### src/rtl/pipe_hazard_unit_pkg.sv
// pipe_pkg: shared definitions for the pipeline hazard controller.
//   - Stage index constants for the fixed front of the pipe (F, D, E) and
//     the write-back stage of the default 5-stage configuration.
//   - FSELW: forwarding-select width for the default depth.
//   - sb_entry_t: one scoreboard entry {valid, dst, wr, ld}; dst is sized
//     for the widest supported register address and narrower addresses are
//     zero-extended into it.
package pipe_pkg;

  localparam int unsigned NSTAGES_DEF = 5;

  localparam int unsigned ST_F = 0;
  localparam int unsigned ST_D = 1;
  localparam int unsigned ST_E = 2;
  localparam int unsigned ST_W = NSTAGES_DEF - 1;

  localparam int unsigned FSELW = $clog2(NSTAGES_DEF);

  localparam int unsigned DSTW_MAX = 8;

  typedef struct packed {
    logic                valid;
    logic [DSTW_MAX-1:0] dst;
    logic                wr;
    logic                ld;
  } sb_entry_t;

endpackage

### src/rtl/pipe_hazard_unit_fwd_match.sv
// fwd_match: priority match of one source register against the scoreboard
// stages older than consumer stage CONS.
//   i_sb      scoreboard entries for stages CONS+1 .. NSTAGES-1
//   i_src     source register (zero-extended), i_use: source is read
//   i_rdy     a load match at a stage below this index is not forwardable
//   i_near    any match in the stage directly behind the consumer blocks
//   o_sel     youngest matching stage, 0 if none or if blocked
//   o_haz     youngest match cannot be forwarded this cycle
module fwd_match
  import pipe_pkg::*;
#(
  parameter int unsigned NSTAGES = 5,
  parameter int unsigned CONS    = 1,
  parameter int unsigned SELW    = 3
) (
  input  sb_entry_t [NSTAGES-1:CONS+1] i_sb,
  input  logic [DSTW_MAX-1:0]          i_src,
  input  logic                         i_use,
  input  logic [SELW-1:0]              i_rdy,
  input  logic                         i_near,
  output logic [SELW-1:0]              o_sel,
  output logic                         o_haz
);

  logic [SELW-1:0] w_hit_stage;
  logic            w_hit_ld;
  logic            w_hit;

  always_comb begin
    w_hit_stage = '0;
    w_hit_ld    = 1'b0;
    // Walk oldest to youngest so the youngest producer wins.
    for (int unsigned s = NSTAGES - 1; s > CONS; s--) begin
      if (i_use && (i_src != '0) && i_sb[s].valid && i_sb[s].wr &&
          (i_sb[s].dst == i_src)) begin
        w_hit_stage = SELW'(s);
        w_hit_ld    = i_sb[s].ld;
      end
    end
    w_hit = (w_hit_stage != '0);
    o_haz = w_hit && ((w_hit_ld && (w_hit_stage < i_rdy)) ||
                      (i_near && (w_hit_stage == SELW'(CONS + 1))));
    o_sel = o_haz ? '0 : w_hit_stage;
  end

endmodule

### src/rtl/pipe_hazard_unit.sv
// pipe_hazard_unit: hazard, forwarding and stall/flush controller for the
// in-order pipeline. Tracks each stage's destination in a scoreboard.
//   clk, rst            clock, asynchronous active-high reset
//   i_stall, d_stall    bus busy: freeze the whole pipe
//   div_stall           multicycle ALU busy in E
//   dec_*               instruction currently in D
//   exc_req             exception raised at EXC_STAGE
//   stall, flush        per-stage hold / bubble
//   exc_flush           one-cycle PC redirect pulse
//   fwd_aD..fwd_bE      forwarding source stage (0 = register file)
//   longest_stall       any stall this cycle
//   max_stall           longest run of consecutive stall cycles
module pipe_hazard_unit
  import pipe_pkg::*;
#(
  parameter int unsigned NSTAGES   = 5,
  parameter int unsigned REGW      = 5,
  parameter int unsigned LOAD_RDY  = NSTAGES - 1,
  parameter int unsigned EXC_STAGE = 3,
  parameter int unsigned CNTW      = 16
) (
  input  logic                       clk,
  input  logic                       rst,
  input  logic                       i_stall,
  input  logic                       d_stall,
  input  logic                       div_stall,
  input  logic                       dec_valid,
  input  logic                       dec_branch,
  input  logic [REGW-1:0]            dec_rs,
  input  logic [REGW-1:0]            dec_rt,
  input  logic                       dec_use_rs,
  input  logic                       dec_use_rt,
  input  logic [REGW-1:0]            dec_dst,
  input  logic                       dec_wr,
  input  logic                       dec_ld,
  input  logic                       exc_req,
  output logic [NSTAGES-1:0]         stall,
  output logic [NSTAGES-1:0]         flush,
  output logic                       exc_flush,
  output logic [$clog2(NSTAGES)-1:0] fwd_aD,
  output logic [$clog2(NSTAGES)-1:0] fwd_bD,
  output logic [$clog2(NSTAGES)-1:0] fwd_aE,
  output logic [$clog2(NSTAGES)-1:0] fwd_bE,
  output logic                       longest_stall,
  output logic [CNTW-1:0]            max_stall
);

  localparam int unsigned SELW = $clog2(NSTAGES);
  // A branch reads in D now; any other D instruction reads one cycle later
  // in E, so a load one stage short of ready does not block it.
  localparam int unsigned RDY_D_BR = (LOAD_RDY > ST_E + 1) ? LOAD_RDY : ST_E + 1;
  localparam int unsigned RDY_D_NB = (LOAD_RDY > ST_E + 2) ? LOAD_RDY - 1 : ST_E + 1;
  localparam logic [NSTAGES-1:0] EXC_MASK = NSTAGES'((64'd1 << (EXC_STAGE + 1)) - 64'd1);
  localparam logic [NSTAGES-1:0] D_HOLD   = NSTAGES'(3);
  localparam logic [NSTAGES-1:0] E_HOLD   = NSTAGES'(7);

  sb_entry_t [NSTAGES-1:ST_E] r_sb;
  logic [REGW-1:0]            r_e_rs;
  logic [REGW-1:0]            r_e_rt;
  logic [1:0]                 r_e_use;
  logic                       r_pend;
  logic [CNTW-1:0]            r_run;
  logic [CNTW-1:0]            r_max;

  sb_entry_t                  w_dec_ent;
  logic [SELW-1:0]            w_rdy_d;
  logic [SELW-1:0]            w_sel_aD, w_sel_bD, w_sel_aE, w_sel_bE;
  logic                       w_haz_aD, w_haz_bD, w_haz_aE, w_haz_bE;
  logic                       w_bus, w_exc, w_ehaz, w_dhaz, w_excf;
  logic [NSTAGES-1:0]         w_stall, w_flush;
  logic [CNTW-1:0]            w_run_inc;

  always_comb begin
    w_dec_ent.valid = dec_valid;
    w_dec_ent.dst   = DSTW_MAX'(dec_dst);
    w_dec_ent.wr    = dec_wr;
    w_dec_ent.ld    = dec_ld;
    w_rdy_d = dec_branch ? SELW'(RDY_D_BR) : SELW'(RDY_D_NB);
  end

  fwd_match #(.NSTAGES(NSTAGES), .CONS(ST_D), .SELW(SELW)) u_fwd_aD (
    .i_sb(r_sb[NSTAGES-1:ST_D+1]), .i_src(DSTW_MAX'(dec_rs)),
    .i_use(dec_valid & dec_use_rs), .i_rdy(w_rdy_d), .i_near(dec_branch),
    .o_sel(w_sel_aD), .o_haz(w_haz_aD));

  fwd_match #(.NSTAGES(NSTAGES), .CONS(ST_D), .SELW(SELW)) u_fwd_bD (
    .i_sb(r_sb[NSTAGES-1:ST_D+1]), .i_src(DSTW_MAX'(dec_rt)),
    .i_use(dec_valid & dec_use_rt), .i_rdy(w_rdy_d), .i_near(dec_branch),
    .o_sel(w_sel_bD), .o_haz(w_haz_bD));

  fwd_match #(.NSTAGES(NSTAGES), .CONS(ST_E), .SELW(SELW)) u_fwd_aE (
    .i_sb(r_sb[NSTAGES-1:ST_E+1]), .i_src(DSTW_MAX'(r_e_rs)),
    .i_use(r_sb[ST_E].valid & r_e_use[0]), .i_rdy(SELW'(LOAD_RDY)), .i_near(1'b0),
    .o_sel(w_sel_aE), .o_haz(w_haz_aE));

  fwd_match #(.NSTAGES(NSTAGES), .CONS(ST_E), .SELW(SELW)) u_fwd_bE (
    .i_sb(r_sb[NSTAGES-1:ST_E+1]), .i_src(DSTW_MAX'(r_e_rt)),
    .i_use(r_sb[ST_E].valid & r_e_use[1]), .i_rdy(SELW'(LOAD_RDY)), .i_near(1'b0),
    .o_sel(w_sel_bE), .o_haz(w_haz_bE));

  always_comb begin
    w_bus   = i_stall | d_stall;
    w_exc   = exc_req | r_pend;
    w_ehaz  = div_stall | w_haz_aE | w_haz_bE;
    w_dhaz  = w_haz_aD | w_haz_bD;
    w_stall = '0;
    w_flush = '0;
    w_excf  = 1'b0;
    if (w_bus) begin
      w_stall = '1;
    end else if (w_exc) begin
      w_flush = EXC_MASK;
      w_excf  = 1'b1;
    end else if (w_ehaz) begin
      w_stall = E_HOLD;
      w_flush[ST_E+1] = 1'b1;
    end else if (w_dhaz) begin
      w_stall = D_HOLD;
      w_flush[ST_E] = 1'b1;
    end
    w_run_inc = (&r_run) ? r_run : r_run + 1'b1;
  end

  // Outputs read zero throughout reset even if stall inputs stay asserted.
  always_comb begin
    stall         = rst ? '0 : w_stall;
    flush         = rst ? '0 : w_flush;
    exc_flush     = rst ? 1'b0 : w_excf;
    fwd_aD        = rst ? '0 : w_sel_aD;
    fwd_bD        = rst ? '0 : w_sel_bD;
    fwd_aE        = rst ? '0 : w_sel_aE;
    fwd_bE        = rst ? '0 : w_sel_bE;
    longest_stall = |stall;
    max_stall     = r_max;
  end

  always_ff @(posedge clk or posedge rst) begin
    if (rst) begin
      r_sb    <= '0;
      r_e_rs  <= '0;
      r_e_rt  <= '0;
      r_e_use <= '0;
      r_pend  <= 1'b0;
      r_run   <= '0;
      r_max   <= '0;
    end else begin
      if (w_flush[ST_E]) begin
        r_sb[ST_E] <= '0;
        r_e_use    <= '0;
      end else if (!w_stall[ST_D]) begin
        r_sb[ST_E] <= w_dec_ent;
        r_e_rs     <= dec_rs;
        r_e_rt     <= dec_rt;
        r_e_use    <= {dec_use_rt, dec_use_rs};
      end
      for (int unsigned s = ST_E + 1; s < NSTAGES; s++) begin
        if (w_flush[s])          r_sb[s] <= '0;
        else if (!w_stall[s-1])  r_sb[s] <= r_sb[s-1];
      end
      // Pending exception is either issued this cycle or still waiting on the bus.
      r_pend <= w_bus ? (r_pend | exc_req) : 1'b0;
      if (|w_stall) begin
        r_run <= w_run_inc;
        if (w_run_inc > r_max) r_max <= w_run_inc;
      end else begin
        r_run <= '0;
      end
    end
  end

endmodule
### config.mk
export PLATFORM = sky130hd
export DESIGN_NAME = pipe_hazard_unit
export DESIGN_NICKNAME = d
export VERILOG_FILES = /design/src/rtl/pipe_hazard_unit_pkg.sv /design/src/rtl/pipe_hazard_unit_fwd_match.sv /design/src/rtl/pipe_hazard_unit.sv
export SDC_FILE = /design/constraint.sdc
export NUM_CORES = 1
export LEC_CHECK = 0
export ABC_CLOCK_PERIOD_IN_PS = 13800
export CORE_ASPECT_RATIO = 1.5
export CORE_MARGIN = 2
export CORE_UTILIZATION = 61
export CTS_CLUSTER_DIAMETER = 50
export DETAILED_ROUTE_END_ITERATION = 6
export PLACE_DENSITY = 0.88
export SLEW_MARGIN = 20
export SYNTH_ARGS = -nofsm -noshare
export SYNTH_HDL_FRONTEND = slang
export SYNTH_HIERARCHICAL = 1
export SYNTH_SLANG_ARGS = --single-unit
### constraint.sdc
create_clock -name clk -period 13.8 [get_ports clk]
set_input_delay 3.45 -clock clk [delete_from_list [all_inputs] [get_ports clk]]
set_output_delay 3.45 -clock clk [all_outputs]
set_load 0.02 [all_outputs]
After elaboration in Yosys (flattened, before gate mapping)
Index checks and enable logic that the tools add are counted.
W data, S select, Z words.

storage, ports and cells
  register bits after elaboration = 78
  input port bits = 27
  output and inout port bits = 40
  logic and storage cells = 164

cells by class
  add/sub/neg operators = 1
  $lt $le $gt $ge = 5
  eq/ne operators = 15
  mux-type cells = 55
  bitwise logic cells = 11
  reductions and logical operators = 59

operators with widths
  cell                     number
  $eq A8 B5 Y1             10
  $mux W11                 6
  $mux W3                  21
  $logic_and A1 B1 Y1      44
  $mux W16                 2
  $reduce_bool A8 Y1       4
  $mux W1                  17
  $add A16 B1 Y16 const B  1
  $gt A16 B16 Y1           1
  $reduce_and A16 Y1       1
  $mux W5                  3
  $reduce_bool A3 Y1       4
  $mux W2                  5
  $reduce_or A5 Y1         2
  $eq A3 B2 Y1 const B     2
  $lt A3 B3 Y1             2
  $lt A3 B3 Y1 const B     2
  $ne A2 B1 Y1 const B     3
  $or A1 B1 Y1             5
  $and A1 B1 Y1            4
  $mux W4                  1
  $reduce_and A2 Y1        2
  $logic_or A1 B1 Y1       2
  $not A1 Y1               2

Logic depth before layout (Yosys ltp)
Gate-level depths: netlist of the first run.

  depth in word-level cells = 19
  gate-level depth with buffers = 18
  mapped depth without buffers = 15

Cells and area by module
The synthesis of the first run kept the hierarchy.

by module, submodules not included
  module                     times used  cells each  area an instance (µm²)  sequential area each (µm²)
  pipe_hazard_unit           1           325         3520.9                  1726.7
  fwd_match at u_fwd_aD ...  2           66          504.2                   0.0
  fwd_match at u_fwd_aE ...  2           46          360.3                   0.0

Worst setup path before layout of the first run
No wires, ideal clock.

  path type = input-to-output
  from = input port dec_rt[2]
  to = output port stall[1]
  data arrival time = 6.657 ns
  setup slack = 3.693 ns
  cell stages on the path = 14
  path buffers = 2
  cell sequence = xor2_2 or4_4 or4_4 and3_1 ha_1 o21ai_0 nand2b_1 a41oi_2 a22o_1 nor4_1 o2bb2ai_2 clkbuf_1 nor2_1 buf_4

between the ends
  longest elaborated chain between the ends = 18
  elaborated cells between the ends (all ways) = 33
  those cells by class = order compare: 1; eq/ne: 4; mux: 11; bitwise: 1; reduce/logical: 16

RTL lines
  what                                                 line                                                                RTL
  from (decl)                                          pipe_hazard_unit.sv:30                                              input logic [REGW-1:0] dec_rt,
  $reduce_bool A8 Y1                                   pipe_hazard_unit_fwd_match.sv:34                                    if (i_use && (i_src != '0) && i_sb[s].valid && i_sb[s].wr &&
  $logic_and A1 B1 Y1 (4 in a row)                     pipe_hazard_unit_fwd_match.sv:34
  $mux W3 (3 in a row)                                 pipe_hazard_unit_fwd_match.sv:34
  $lt A3 B3 Y1 / $eq A3 B2 Y1 (equally long branches)  pipe_hazard_unit_fwd_match.sv:41, pipe_hazard_unit_fwd_match.sv:42
  $logic_and A1 B1 Y1, on equally long branches        pipe_hazard_unit_fwd_match.sv:41, pipe_hazard_unit_fwd_match.sv:42
  $logic_or A1 B1 Y1                                   pipe_hazard_unit_fwd_match.sv:41                                    o_haz = w_hit && ((w_hit_ld && (w_hit_stage < i_rdy)) ||
  $logic_and A1 B1 Y1 (*)                              pipe_hazard_unit_fwd_match.sv:41
  via w_haz_bD                                         pipe_hazard_unit.sv:68                                              logic w_haz_aD, w_haz_bD, w_haz_aE, w_haz_bE;
  $or A1 B1 Y1 (*)                                     pipe_hazard_unit.sv:105                                             w_dhaz = w_haz_aD | w_haz_bD;
  $mux W2 (*)                                          pipe_hazard_unit.sv:117                                             end else if (w_dhaz) begin
  $mux W3 (*)                                          pipe_hazard_unit.sv:114                                             end else if (w_ehaz) begin
  $mux W3 (*)                                          pipe_hazard_unit.sv:111                                             end else if (w_exc) begin
  $mux W5 (*)                                          pipe_hazard_unit.sv:109                                             if (w_bus) begin
  $mux W5 (*)                                          pipe_hazard_unit.sv:126                                             stall = rst ? '0 : w_stall;
  to (decl)                                            pipe_hazard_unit.sv:37                                              output logic [NSTAGES-1:0] stall,

Mark *: on every way through the listed nets, which the timed path passes. The rest lies on a longest branch.

Worst setup path after layout of the first run
Ends and elaborated chain as after synthesis.

==> flow_metrics.py, run 1 <==
metrics = {
    "run_status": {
        "status": "finished, final reports clean",
    },
    "global_route": {
        "grt_pass1_vias": 5088,
        "grt_use_total_pct": 33.26,
        "antenna_found_initial": 0,
        "grt_overflow": 0,
        "grt_pass1_wl_um": 24280,
        "grt_max_degree": 70,
    },
    "logic_synthesis": {
        "synthTopCellsByArea": "dfrtp_1 33%, xnor2_1 11%, ha_1 6.0%",
        "synthFlopType": "dfrtp_1",
        "avgSynthCellArea_um2": 9.563,
        "synth_area_um2": 5250,
        "ys_seq_area_share_pct": 32.89,
        "ys_warn_count": 6,
        "synthDominantCellAreaShare_pct": 32.89,
        "synth_edf_count": 0,
        "yosysTopAreaCell": "dfrtp_1",
        "ys_types": 56,
        "synth_cells": 549,
        "ys_async_sr_fraction_pct": 100.0,
        "synth_seq_cells": 69,
    },
    "clock_network": {
        "cts_inserted_buffers": 9,
        "postCtsSetupBuffers": 0,
        "h-tree-depth": 3,
        "cts_hold_buf": 0,
        "cts_max_path_buffers": 2,
        "root_buffer": "clkbuf_16",
        "cts.sinks": 69,
        "cts_tree": "built",
        "insertion_delay_ps": 340,
        "clk_pin_slew_ps": 50,
        "cts_resized": 0,
    },
    "floorplanning": {
        "die_w_um": 79.75,
        "rows": 41,
        "initial_core_util_pct": 62.40,
        "die_h_um": 117.6,
        "ios": 67,
        "core_area_um2": 8413,
        "dieArea_um2": 9380,
    },
    "job": {
        "drv_cap": 0,
    },
    "sta": {
        "slew_headroom_pct": 41.51,
        "hold_violations": 0,
        "fmax_mhz": 88.71,
        "setup_viol": 0,
        "worstMarginPinSlew_ps": 877.3,
        "skew_ps": 6.966,
        "fin_hold_ws_ps": 523.6,
        "rsz0062_at_grt": "false",
        "fin_crit_ps": 11270,
        "tns_ps": 0,
        "finalCritPeriodShare_pct": 81.68,
        "finalMaxSlewViolations": 0,
    },
    "final_layout": {
        "finalCoreUtilization_pct": 77.50,
        "diodes": 0,
        "areaGrowthSynthToFinish_pct": 24.19,
        "layout-drive-gt1-share_pct": 11.71,
        "layoutNonFillerInstCount": 799,
        "layout_common_cells": "81 x conb_1, 69 x dfrtp_1, 65 x clkdlybuf4s50_1",
        "layout_commonest_cell": "conb_1",
        "final_nets": 739,
    },
    "pwr": {
        "p_sw_mw": 0.2358,
        "power.total_mw": 0.7102,
        "clockPowerShare_pct": 32.9,
        "vdd_ir_drop_max_mv": 0.1490,
        "pwr-share-seq_pct": 35.3,
        "power_density_nw_per_um2": 108.9,
        "share_comb_of_total_power_pct": 31.8,
        "switching_share_pct": 33.20,
        "internal_power_mw": 0.4744,
        "power_leakage_nw": 2.960,
    },
    "setup_path": {
        "end_kind": "output pin",
        "ff2ff_path_depth": 15,
        "crit_arrival_ps": 7820,
        "required_ps": 10350,
        "r2r_start": "r_sb[15]",
        "worstSetupPathType": "in2out",
        "worstPathMaxFanout": 19,
        "crit_start": "dec_rt[2]",
        "worstSetupStartpointType": "input port",
    },
    "worst_hold_path": {
        "hp-class": "reg2reg",
        "min_path_cells": 1,
        "min_from": "r_e_use[0]",
    },
    "route": {
        "finalWirelength_um": 14630,
        "viasPerCell": 5.870,
        "drc": 0,
        "via_count": 4690,
        "wire_per_inst_um": 18.31,
        "dr.pass1.iters": 7,
        "drt_iter0_drc": 461,
        "ant_nets": 0,
    },
    "placed_design": {
        "portBuffers": 65,
        "hpwlAfterDp_um": 10930,
        "gp_congestion": 0.9972,
        "dp_cells": 783,
    },
}
-- flip-flops by register name (all words and copies together) (netlist names) --
register,cells
r_e_use,2
r_e_rt,5
r_pend,1
r_e_rs,5
r_sb,24
max_stall,16
r_run,16
-- final timing paths --
| kind | slack, ps | endpoint |
|---|---|---|
| min in group asynchronous | 4290 | max_stall[8] |
| min reg2reg | 520 | r_e_use[0] |
| max reg2reg | 9120 | max_stall[10] |
| max | 2530 | stall[1] |
| max in group asynchronous | 8940 | r_e_rs[3] |
| min | 520 | r_e_use[0] |
-- stage by stage --
step | setup slack (ps) | cell area (um^2)
final | 2528 | 6520
after global routing | 2392 | 6520
after CTS | 2605 | 6520
after detailed placement | 2670 | 6220
after global placement | 2780 | 6220
after floorplan | 3693 | 5547
-- cell families after synthesis --
family / share of synthesized area (%)
and+or+nand+nor: 22.74
muxes: 7.555
buffers and inverters: 5.338
DFF: 32.89
adders and majority gates: 5.958
xor gates and xnor gates: 14.80
other: 0.1430
AOI/OAI and AO/OA: 10.58
-- routing by layer --
metal,vias to the layer above,track usage [%],part of all wire [%]
li1,2125,-,-
met1,2259,34.66,35
met2,229,59.09,53
met3,77,5.368,4.9
met4,0,22.78,6.7
met5,-,0,0
-- final cells by class --
type                            count  area [um^2]
Fill cell                         563         1893
Inverter                           37        138.9
Clock inverter                      6        61.31
Multi-Input combinational cell    501         3540
Tap cell                          107        133.9
Sequential cell                    69         1727
Clock buffer                       10        239.0
Timing Repair Buffer               69        680.7
-- cells in the mapped netlist (2+ instances only) --
master	instances
dfrtp_1	69
xnor2_1	63
inv_1	37
nand2_1	36
nor2b_1	35
ha_1	25
nand3_1	25
xor2_1	22
a22o_1	20
mux2_2	19
nand4_1	17
nor2_1	17
o21ai_0	15
nor3_1	13
nor4_1	11
a21oi_1	9
and3_1	8
buf_4	8
or4_4	8
clkbuf_1	7
mux2_4	7
or4_1	6
and2_1	5
mux2i_1	5
a21boi_1	4
buf_6	4
nand2b_1	4
a211oi_1	3
a31o_2	3
nor3_2	3
o31ai_1	3
a21o_1	2
a41oi_2	2
and3_4	2
buf_2	2
conb_1	2
mux2i_2	2
nand2_2	2
nor4b_1	2
o21ai_1	2
o21ai_2	2
o21ai_4	2
or2_1	2
xor2_2	2
-- critical path, cell delays in order --
cell and delay [ps]:
clkdlybuf4s50_1 590, xor2_2 230, or4_4 550, or4_4 500, nand2_2 90, ha_1 260, nor2b_1 140, o21ai_0 190
nand2b_1 100, a41oi_2 230, a22o_1 240, nor4_1 80, o2bb2ai_2 300, nor2_1 220, clkdlybuf4s50_1 640
-- power by group through the flow --
stage	Combinational (mW)	Sequential, mW	Clock [mW]
6_report	0.226	0.251	0.233
5_1_grt	0.242	0.253	0.245
4_1_cts	0.222	0.250	0.235
3_5_place_dp	0.218	0.253	0
3_3_place_gp	0.206	0.252	0
2_1_floorplan	0.169	0.252	0
No activity file was read; power rests on OpenSTA's default activity.
==> run 2, diff against run 1 <==
ABC_CLOCK_PERIOD_IN_PS = 10180   (was 13800)
CORE_UTILIZATION = 51   (was 61)
PLACE_DENSITY = 0.78   (was 0.88)
clock period = 10.18 ns   (was 13.8 ns; I/O delays follow)
==> flow_metrics.py, run 2 (synthesized netlist as in run 1, its figures left out) <==
metrics = {
    "setup_path": {
        "worstPathMaxFanout": 19,
        "crit_arrival_ps": 6810,
        "worstSetupStartpointType": "input port",
        "required_ps": 7640,
        "r2r_slack_ps": 5600,
        "worstSetupPathType": "in2out",
        "end_kind": "output pin",
        "ff2ff_path_depth": 15,
    },
    "sta": {
        "tns_ps": 0,
        "rsz0062_at_grt": "false",
        "worstMarginPinSlew_ps": 919.2,
        "hold_violations": 0,
        "fin_hold_ws_ps": 506.2,
        "slew_headroom_pct": 38.72,
        "setup_viol": 0,
        "finalMaxSlewViolations": 0,
        "skew_ps": 5.558,
        "fin_crit_ps": 9355,
        "finalCritPeriodShare_pct": 91.90,
        "fmax_mhz": 106.9,
    },
    "worst_hold_path": {
        "hp-class": "reg2reg",
        "min_path_cells": 1,
    },
    "global_route": {
        "grt_max_degree": 70,
        "antenna_found_initial": 0,
        "grt_overflow": 0,
        "grt_pass1_vias": 4528,
        "grt_pass1_wl_um": 21870,
        "grt_use_total_pct": 25.47,
    },
    "floorplanning": {
        "ios": 67,
        "rows": 45,
        "die_h_um": 128.3,
        "core_area_um2": 10080,
        "dieArea_um2": 11140,
        "die_w_um": 86.84,
        "initial_core_util_pct": 52.09,
    },
    "clock_network": {
        "insertion_delay_ps": 340,
        "root_buffer": "clkbuf_16",
        "cts_max_path_buffers": 2,
        "cts_resized": 0,
        "h-tree-depth": 3,
        "clk_pin_slew_ps": 60,
        "postCtsSetupBuffers": 0,
        "cts.sinks": 69,
        "cts_hold_buf": 0,
        "cts_inserted_buffers": 9,
        "cts_tree": "built",
    },
    "pwr": {
        "power_leakage_nw": 2.962,
        "clockPowerShare_pct": 35.3,
        "share_comb_of_total_power_pct": 29.8,
        "pwr-share-seq_pct": 34.9,
        "vdd_ir_drop_max_mv": 0.09872,
        "power_density_nw_per_um2": 148.4,
        "switching_share_pct": 31.94,
        "internal_power_mw": 0.6616,
        "p_sw_mw": 0.3105,
    },
    "final_layout": {
        "diodes": 0,
        "largest_reg_flops": 24,
        "finalCoreUtilization_pct": 64.98,
        "top_register": "r_sb",
        "final_nets": 738,
        "n_fill_cell": 846,
        "layout_commonest_cell": "conb_1",
        "layout-drive-gt1-share_pct": 11.58,
        "layoutNonFillerInstCount": 808,
        "layout_common_cells": "81 x conb_1, 69 x dfrtp_1, 65 x clkdlybuf4s50_1",
        "areaGrowthSynthToFinish_pct": 24.74,
    },
    "route": {
        "via_count": 4441,
        "drt_iter0_drc": 221,
        "dr_wl_met2_um": 7602,
        "drc": 0,
        "dr.pass1.iters": 4,
        "ant_nets": 0,
        "wl_met1_um": 4712,
        "maxUsedRoutingLayer": "met4",
        "wire_per_inst_um": 16.58,
        "viasPerCell": 5.496,
        "finalWirelength_um": 13400,
        "route.met3.wl_um": 509,
    },
    "placed_design": {
        "hpwlAfterDp_um": 10090,
        "gp_congestion": 0.8786,
        "portBuffers": 65,
        "dp_cells": 792,
    },
    "job": {
        "drv_cap": 0,
    },
    "run_status": {
        "status": "finished, final reports clean",
    },
}
[run 2: changes by cell type in the layout (fill, tap and decap cells not counted), sizes merged]
cell    before  now
buf          4    3
clkbuf      10    9
bufinv       1    2
[run 2: area by class of cell]
type	instances	area [um^2]	share of cell area [%]
clock inverters	7	98.84	1.509
inverters	37	138.9	2.121
flip-flops and latches	69	1727	26.37
multi-input cells	501	3540	54.05
repair buffers	68	673.1	10.28
clock buffers	9	225.2	3.439
well taps	117	146.4	2.235
[run 2: path summary, 6_finish.rpt]
check,startpoint,endpoint
worst min-delay path,r_e_use[1],r_e_use[1]
worst max-delay path,dec_rt[2],stall[0]
worst max register to register,r_sb[15],max_stall[12]
min in group asynchronous,rst,r_sb[6]
worst min register to register,r_e_use[1],r_e_use[1]
max in group asynchronous,rst,max_stall[14]
[run 2: power groups by stage]
stage	clock network [mW]	logic (mW)	registers [mW]
after floorplan	0	0.230	0.341
after global placement	0	0.278	0.342
after CTS	0.346	0.292	0.339
final	0.343	0.290	0.339
after detailed placement	0	0.292	0.344
after global routing	0.360	0.318	0.343
[run 2: critical path, stage by stage]
cell	delay (ps)
clkdlybuf4s50_1	550
xor2_2	200
or4_4	530
or4_4	530
and3_1	210
ha_1	300
o21ai_0	80
nand2b_1	100
a41oi_2	60
a22o_1	260
nor4_1	290
o2bb2ai_2	420
nor2_1	120
clkdlybuf4s50_1	580
[run 2: layer usage]
metal  global-route usage [%]  vias to the layer above
met3                    3.026                       38
li1                         -                     2122
met1                    25.39                     2149
met2                    48.77                      132
met5                        0                        -
met4                    14.89                        0
[run 2: stage by stage]
stage / total power, mW / setup slack, ps / cell area [um^2]
after floorplan: 0.5709 / 1883 / 5547
after global placement: 0.6200 / 933.4 / 6225
after detailed placement: 0.6354 / 843.9 / 6225
after CTS: 0.9766 / 831.6 / 6549
after global routing: 1.021 / 582.0 / 6549
final: 0.9720 / 824.7 / 6549
